`config.mk`:
```
export PLATFORM = sky130hd
export DESIGN_NAME = fir_l2_output_serializer
export DESIGN_NICKNAME = d
export VERILOG_FILES = /design/src/rtl/fir_l2_output_serializer.sv
export SDC_FILE = /design/constraint.sdc
export NUM_CORES = 1
export LEC_CHECK = 0
export CORE_UTILIZATION = 35
export CTS_BUF_LIST = sky130_fd_sc_hd__clkbuf_2
export DETAILED_ROUTE_END_ITERATION = 8
export PLACE_DENSITY = 0.57
export SLEW_MARGIN = 20
export SYNTH_ARGS = -nofsm -noshare
export SYNTH_HDL_FRONTEND = slang
export SYNTH_SLANG_ARGS = --single-unit
```
`constraint.sdc`:
```
create_clock -name clk -period 6.37 [get_ports clk]
set_clock_uncertainty 0.05 [all_clocks]
set_input_delay 0.637 -clock clk [delete_from_list [all_inputs] [get_ports clk]]
set_output_delay 0.637 -clock clk [all_outputs]
set_load 0.01 [all_outputs]
```
`src/rtl/fir_l2_output_serializer.sv`:
```
// Output stage of the 2-parallel FIR: rounds/saturates each sample pair to audio width,
// buffers pairs and streams them out one sample per handshake, earlier sample first.
//
// state     | meaning
// PH_FIRST  | head pair's sample 1 is presented on data_out
// PH_SECOND | head pair's sample 2 is presented; accepting it pops the pair
module fir_l2_output_serializer #(
   parameter int IN_WIDTH  = 64,
   parameter int OUT_WIDTH = 16,
   parameter int SHIFT     = 23,
   parameter int DEPTH     = 4,
   parameter int CNT_WIDTH = 16
) (
   input  logic                        clk,
   input  logic                        reset_n,
   input  logic                        in_valid,
   output logic                        in_ready,
   input  logic signed [IN_WIDTH-1:0]  data_in_1,
   input  logic signed [IN_WIDTH-1:0]  data_in_2,
   output logic                        out_valid,
   input  logic                        out_ready,
   output logic signed [OUT_WIDTH-1:0] data_out,
   output logic [CNT_WIDTH-1:0]        sat_count,
   input  logic                        sat_clear
);

   localparam int ADDR_W = $clog2(DEPTH);
   localparam logic [ADDR_W:0] DEPTH_C = (ADDR_W+1)'(DEPTH);
   localparam logic signed [IN_WIDTH:0] RND  = {{IN_WIDTH{1'b0}}, 1'b1} << (SHIFT-1);
   localparam logic signed [IN_WIDTH:0] MAXV = {{(IN_WIDTH-OUT_WIDTH+2){1'b0}}, {(OUT_WIDTH-1){1'b1}}};
   localparam logic signed [IN_WIDTH:0] MINV = {{(IN_WIDTH-OUT_WIDTH+2){1'b1}}, {(OUT_WIDTH-1){1'b0}}};

   typedef enum logic {
      PH_FIRST  = 1'b0,
      PH_SECOND = 1'b1
   } phase_t;

   phase_t                  phase_q, phase_d;
   logic [ADDR_W-1:0]       wr_ptr, rd_ptr;
   logic [ADDR_W:0]         occ;
   logic                    ready_en;
   logic [2*OUT_WIDTH-1:0]  buf_mem [DEPTH];
   logic [2*OUT_WIDTH-1:0]  head;
   logic                    push, pop;
   logic signed [OUT_WIDTH-1:0] s1, s2;
   logic                    sat1, sat2;
   logic [1:0]              sat_inc;
   logic [CNT_WIDTH-1:0]    sat_base, sat_next;
   logic [CNT_WIDTH:0]      sat_sum;

   // Returns {saturated, sample}; the extra bit on t keeps the rounding add from overflowing.
   function automatic logic [OUT_WIDTH:0] conv(input logic signed [IN_WIDTH-1:0] x);
      logic signed [IN_WIDTH:0] t;
      logic signed [IN_WIDTH:0] y;
      t = $signed({x[IN_WIDTH-1], x}) + RND;
      y = t >>> SHIFT;
      if (y > MAXV)
         conv = {1'b1, 1'b0, {(OUT_WIDTH-1){1'b1}}};
      else if (y < MINV)
         conv = {1'b1, 1'b1, {(OUT_WIDTH-1){1'b0}}};
      else
         conv = {1'b0, y[OUT_WIDTH-1:0]};
   endfunction

   always_comb begin
      {sat1, s1} = conv(data_in_1);
      {sat2, s2} = conv(data_in_2);
   end

   // ready_en holds in_ready low during reset and for no longer than that
   assign in_ready  = ready_en && (occ < DEPTH_C);
   assign out_valid = (occ != '0);
   assign push      = in_valid && in_ready;
   assign head      = buf_mem[rd_ptr];

   always_comb begin
      phase_d  = phase_q;
      pop      = 1'b0;
      data_out = '0;
      if (out_valid)
         data_out = (phase_q == PH_FIRST) ? head[OUT_WIDTH-1:0] : head[2*OUT_WIDTH-1:OUT_WIDTH];
      if (out_valid && out_ready) begin
         case (phase_q)
            PH_FIRST:  phase_d = PH_SECOND;
            PH_SECOND: begin
               phase_d = PH_FIRST;
               pop     = 1'b1;
            end
         endcase
      end
   end

   always_comb begin
      sat_inc  = push ? ({1'b0, sat1} + {1'b0, sat2}) : 2'b00;
      sat_base = sat_clear ? '0 : sat_count;
      sat_sum  = {1'b0, sat_base} + {{(CNT_WIDTH-1){1'b0}}, sat_inc};
      sat_next = sat_sum[CNT_WIDTH] ? '1 : sat_sum[CNT_WIDTH-1:0];
   end

   always_ff @(posedge clk or negedge reset_n) begin
      if (!reset_n) begin
         phase_q   <= PH_FIRST;
         wr_ptr    <= '0;
         rd_ptr    <= '0;
         occ       <= '0;
         ready_en  <= 1'b0;
         sat_count <= '0;
      end else begin
         ready_en  <= 1'b1;
         phase_q   <= phase_d;
         sat_count <= sat_next;
         if (push)
            wr_ptr <= wr_ptr + ADDR_W'(1);
         if (pop)
            rd_ptr <= rd_ptr + ADDR_W'(1);
         occ <= occ + {{ADDR_W{1'b0}}, push} - {{ADDR_W{1'b0}}, pop};
      end
   end

   // Storage needs no reset: occupancy gates every read.
   always_ff @(posedge clk) begin
      if (push)
         buf_mem[wr_ptr] <= {s2, s1};
   end

endmodule

```
# Word-level counts from Yosys, hierarchy flattened
# Memory sizes are Yosys's and may differ from the RTL's.
# Cells that the tools add are included.
# totals
reg_bits	25
ram_bits	128
output_inout_bits	34
wordCells	39
memories	1
# memory_table
memory	depth	width	rd	rd_ports_with_merged_regs	write_ports	line_no	rtl
buf_mem	4	32	1	0	1	42	logic [2*OUT_WIDTH-1:0] buf_mem [DEPTH];
# classes
add_sub_neg	8
order_cmp	5
muxes	14
n_bitwise	1
n_reduce_logical	4
# ops
op	n
adder 64 x 24 -> 65 bit, second input constant	2
> comparator 42 x 16 -> 1 bit, second input constant	2
< comparator 42 x 16 -> 1 bit, second input constant	2
2-to-1 mux 17 bit	4
2-to-1 mux 16 bit	4
adder 16 x 2 -> 17 bit	1
adder 2 x 1 -> 2 bit, second input constant	2
2-to-1 mux 1 bit	4
adder 3 x 1 -> 3 bit	1
logical AND 1 bit	3
< comparator 3 bit, second input constant	1
nonzero test 3 bit	1
subtractor 3 x 1 -> 3 bit	1
adder 1 x 1 -> 2 bit	1
2-to-1 mux 2 bit	1
one-hot mux 1 bit (2 select lines)	1
NOT 1 bit	1

# Longest topological paths before layout
# depth
ltp_word	8
mapped_depth	23
mapped_depth_nobuf	21

# Worst setup path before layout
# Ideal clock, no wire load.
# synth_timing
kind	input-to-reg
startpoint	input port data_in_1[31]
endpoint	register sat_count[10]
setup_time_ns	0.083
arrival_ns	5.186
required_ns	6.237
slack_ns	1.051
cell_stages	20
n_path_buf	3
cell_sequence	clkbuf_1 > nand4_1 > or3_1 > nor3_1 > mux2_2 > o21a_1 > o41ai_4 > buf_6 > o21ai_0 > ha_1 > and3_1 > ha_1 > inv_1 > fa_1 > nor3b_1 > nand3_1 > nor2_1 > nand3_1 > clkbuf_1 > o21ai_0
# synth_between
elab_chain_cells	8
# synth_rtl
item	line_no	rtl
start: declaration	18	input logic signed [IN_WIDTH-1:0] data_in_1,
adder 64 x 24 -> 65 bit (*)	55	t = $signed({x[IN_WIDTH-1], x}) + RND;
< comparator 42 x 16 -> 1 bit	59	else if (y < MINV)
2-to-1 mux 17 bit	59	
2-to-1 mux 17 bit (*)	57	if (y > MAXV)
adder 1 x 1 -> 2 bit (*)	94	sat_inc = push ? ({1'b0, sat1} + {1'b0, sat2}) : 2'b00;
2-to-1 mux 2 bit (*)	94	
adder 16 x 2 -> 17 bit (*)	96	sat_sum = {1'b0, sat_base} + {{(CNT_WIDTH-1){1'b0}}, sat_inc};
2-to-1 mux 16 bit (*)	97	sat_next = sat_sum[CNT_WIDTH] ? '1 : sat_sum[CNT_WIDTH-1:0];
net sat_next[10]	48	logic [CNT_WIDTH-1:0] sat_base, sat_next;
end signal: assignment	111	sat_count <= sat_next;
end: declaration	23	output logic [CNT_WIDTH-1:0] sat_count,
# The timed path passes the listed nets; every way through them passes the cells marked *.
# A chain may end at the register's enable or synchronous reset.

# Final worst setup path
# layout_timing
startpoint	input port data_in_1[23]
endpoint	register sat_count[11]
# Same word-level chain as after synthesis.

==> flow_metrics.py <==
metrics = {
    "timing": {
        "grt_setup_unrepaired": "false",
        "report.final.setup_viol": 0,
        "tightest_slew_ns": 0.946,
        "period_minus_slack_ns": 5.34,
        "hold_slack_ns": 0.203,
        "final_max_slew_viol_count": 0,
        "timing.setup.tns_ns": 0,
        "period_share_pct": 83.8,
        "relSlewSlack_pct": 37.0,
        "hold_viol_final": 0,
        "max_freq_mhz": 187,
    },
    "drt": {
        "drcViolationCount": 0,
        "drt_iter0_drc": 543,
        "dr.pass1.iters": 4,
        "drt-wirelength-per-cell_um": 17.2,
        "drt_wl_total_mm": 21.1,
        "num_vias": 6503,
        "viasPerCell": 5.31,
        "antenna_left": 0,
    },
    "place": {
        "gp_congestion": 0.859,
        "place_inst": 1193,
        "hpwl_mm": 15.4,
        "place.port_buffers": 122,
    },
    "floorplanning": {
        "pin_count": 167,
        "initial_core_util_pct": 35.9,
        "die-area_um2": 25800,
        "core_area_um2": 24500,
        "row_count": 57,
        "die_w_um": 161,
        "die_h_um": 161,
    },
    "clocking": {
        "cts_buffers": 17,
        "cts_resized": 0,
        "cts.sink_count": 153,
        "post_cts_buffers": 0,
        "cts_tree": "built",
        "cts_root_buffer": "clkbuf_2",
        "cts-htree-levels": 4,
        "ctsHoldBuffers": 0,
        "insertion_delay_ns": 0.71,
        "cts_max_path_buffers": 2,
        "clkSlewWorstSetupHoldPaths_ns": 0.25,
    },
    "run_status": {
        "outcome": "finished clean",
    },
    "worst_setup_path": {
        "path_buf_inv": 4,
        "path_delay_family": "simple AND/OR/NAND/NOR gates",
        "critPathMaxFanout": 14,
        "startpoint": "data_in_1[23]",
        "cp-end-kind": "flip-flop",
        "crit_top_cell": "ha_1",
        "worstSetupStartpointType": "primary input",
        "worstPathArrival_ns": 5.94,
        "r2r_start": "occ[2]",
        "crit_type": "primary input to flip-flop",
        "slowest_delay_ns": 0.59,
        "cp.required_ns": 6.97,
        "ff2ff_setup_slack_ns": 3.43,
        "reg2reg_depth": 10,
        "path_cells": "clkdlybuf4s50_1 > ha_1 > and2_1 > nand4_1 > buf_4 > nor3_1 > o2111ai_1 > nand2_1 > nand4_1 > o41ai_4 > o21ai_0 > ha_1 > and3_1 > ha_1 > inv_1 > fa_1 > nor3b_1 > nand3_1 > nor2_1 > nand3_1 > buf_4 > o21ai_0",
        "r2r_end": "sat_count[11]",
        "slowest_stage": "nor3_1",
    },
    "worst_hold_path": {
        "hold_path_class": "primary input to asynchronous set/reset pin",
    },
    "power": {
        "pwr-share-clk_pct": 19.3,
        "switchingPower_mw": 0.947,
        "p_int_mw": 1.92,
        "ir_drop_uv": 268,
        "power_leakage_nw": 3.60,
        "seqPwrFrac_pct": 44.7,
        "p_comb_share_pct": 35.9,
        "power.density_nw_per_um2": 266,
        "total_power_mw": 2.87,
        "p_sw_share_pct": 33.0,
    },
    "logic_synthesis": {
        "syn_area_um2": 8810,
        "yosysWarnings": 0,
        "async_flop_share_pct": 16.3,
        "ys.flop_type": "edfxtp_1",
        "syn_area_per_cell_um2": 11.8,
        "synth_edf_count": 128,
        "synth_cell_types": 67,
        "synthesis.nets": 895,
        "synthCells": 749,
        "ys_ff_latch": 153,
        "yosysSeqAreaShare_pct": 50.7,
    },
    "global_routing": {
        "antenna_found_initial": 0,
        "track_usage_pct": 16.9,
        "grt_pass1_vias": 6384,
        "overflow": 0,
        "grt_pass1_wl_mm": 34.1,
        "grt_max_degree": 35,
    },
    "layout": {
        "utilization_pct": 43.9,
        "antenna_cells": 0,
        "nFillCells": 2362,
        "nets": 1034,
        "final_layout_size_suffix_gt1_share_pct": 12.1,
        "stdcell_count": 1225,
        "area_growth_pct": 22.3,
    },
    "flow_run": {
        "cap_violations": 0,
    },
}
per-stage QoR:
step | setup WS [ns] | cell area (µm²)
2_1_floorplan | 1.05 | 8810
3_3_place_gp | 0.284 | 10500
3_5_place_dp | 0.264 | 10500
4_1_cts | 1.09 | 10800
5_1_grt | 0.671 | 10800
6_report | 1.03 | 10800
metal layers:
layer  GRT usage [%]  vias up  part of all wire, %
met5               0        -                    0
met4            3.59        0                 0.71
met3            3.23       12                  3.9
met2            26.5      124                   46
met1            24.3     3172                   49
li1                -     3195                    -
cell usage after synthesis, drive strengths merged (3+ instances only):
master	n	area (µm²)
and4b	6	60.1
o31a	3	26.3
nor2b	7	43.8
a21oi	10	50.1
a31oi	4	25.0
and3	24	150
o21ai	53	265
and4	11	96.3
xor2	26	228
nor4	24	178
dfrtp	25	626
o22ai	3	18.8
edfxtp	128	3840
nand3	40	200
nand2	45	169
ha	11	138
nor3b	5	37.5
nor2	50	188
nand3b	4	30.0
and2	4	25.0
o21a	4	30.0
or3	9	56.3
xnor2	38	333
nor3	16	91.3
a211oi	5	37.5
inv	25	93.8
mux4	32	721
nor4b	4	35.0
or4	7	52.6
mux2i	22	220
buf	10	52.6
mux2	4	45.0
clkbuf	19	73.8
nand2b	10	62.6
nand4	34	231
flip-flops by register name, summed over array words and instances, names as in the netlist:
signal,cells
occ,3
wr_ptr,2
phase_q,1
ready_en,1
rd_ptr,2
buf_mem,128
sat_count,16
power groups by stage:
stage / sequential [mW] / clock [mW] / combinational, mW
after global placement: 1.31 / 0 / 1.05
after detailed placement: 1.31 / 0 / 1.05
after floorplan: 1.23 / 0 / 0.652
final: 1.28 / 0.555 / 1.03
after CTS: 1.29 / 0.575 / 1.05
after global routing: 1.30 / 0.614 / 1.12
kinds of logic after synthesis:
| group | count (synthesis) | share of synthesized area (%) |
|---|---|---|
| fa+ha+maj | 13 | 2.02 |
| compound gates | 101 | 7.24 |
| simple gates | 305 | 19.9 |
| buf+inv | 54 | 2.50 |
| other cells | 1 | 0.0426 |
| flops | 153 | 50.7 |
| xor+xnor | 64 | 6.36 |
| mux | 58 | 11.2 |
cell usage in the layout (no fill, tap or decap), types with 22 or more instances in the layout:
master / netlist / final
inv_1: 25 / 25
xnor2_1: 38 / 38
xor2_1: 26 / 26
dfrtp_1: 25 / 23
clkdlybuf4s50_1: 0 / 122
and3_1: 24 / 24
nand2_1: 45 / 45
nor2_1: 50 / 50
nand3_1: 40 / 40
edfxtp_1: 128 / 128
nand4_1: 31 / 31
o21ai_0: 52 / 52
buf_4: 1 / 27
mux2i_1: 22 / 22
mux4_2: 32 / 32
cell type report:
| cell class | instances | area, µm² | share of cell area, % |
|---|---|---|---|
| sequential | 153 | 4470 | 41.5 |
| multi-input combinational | 542 | 4130 | 38.3 |
| timing repair buffer | 149 | 1420 | 13.2 |
| tap | 324 | 405 | 3.76 |
| clock inverter | 15 | 165 | 1.53 |
| inverter | 25 | 93.8 | 0.871 |
| clock buffer | 17 | 85.1 | 0.790 |
worst max-delay path by stage:
| stage | to | slack [ns] | depth (start not counted) |
|---|---|---|---|
| after floorplan | sat_count[10] | 1.05 | 20 |
| after global placement | sat_count[5] | 0.28 | 20 |
| after detailed placement | sat_count[5] | 0.26 | 20 |
| after CTS | sat_count[5] | 1.09 | 20 |
| after global routing | sat_count[10] | 0.67 | 20 |
| final | sat_count[11] | 1.03 | 22 |
No activity file was read; power rests on OpenSTA's default activity.
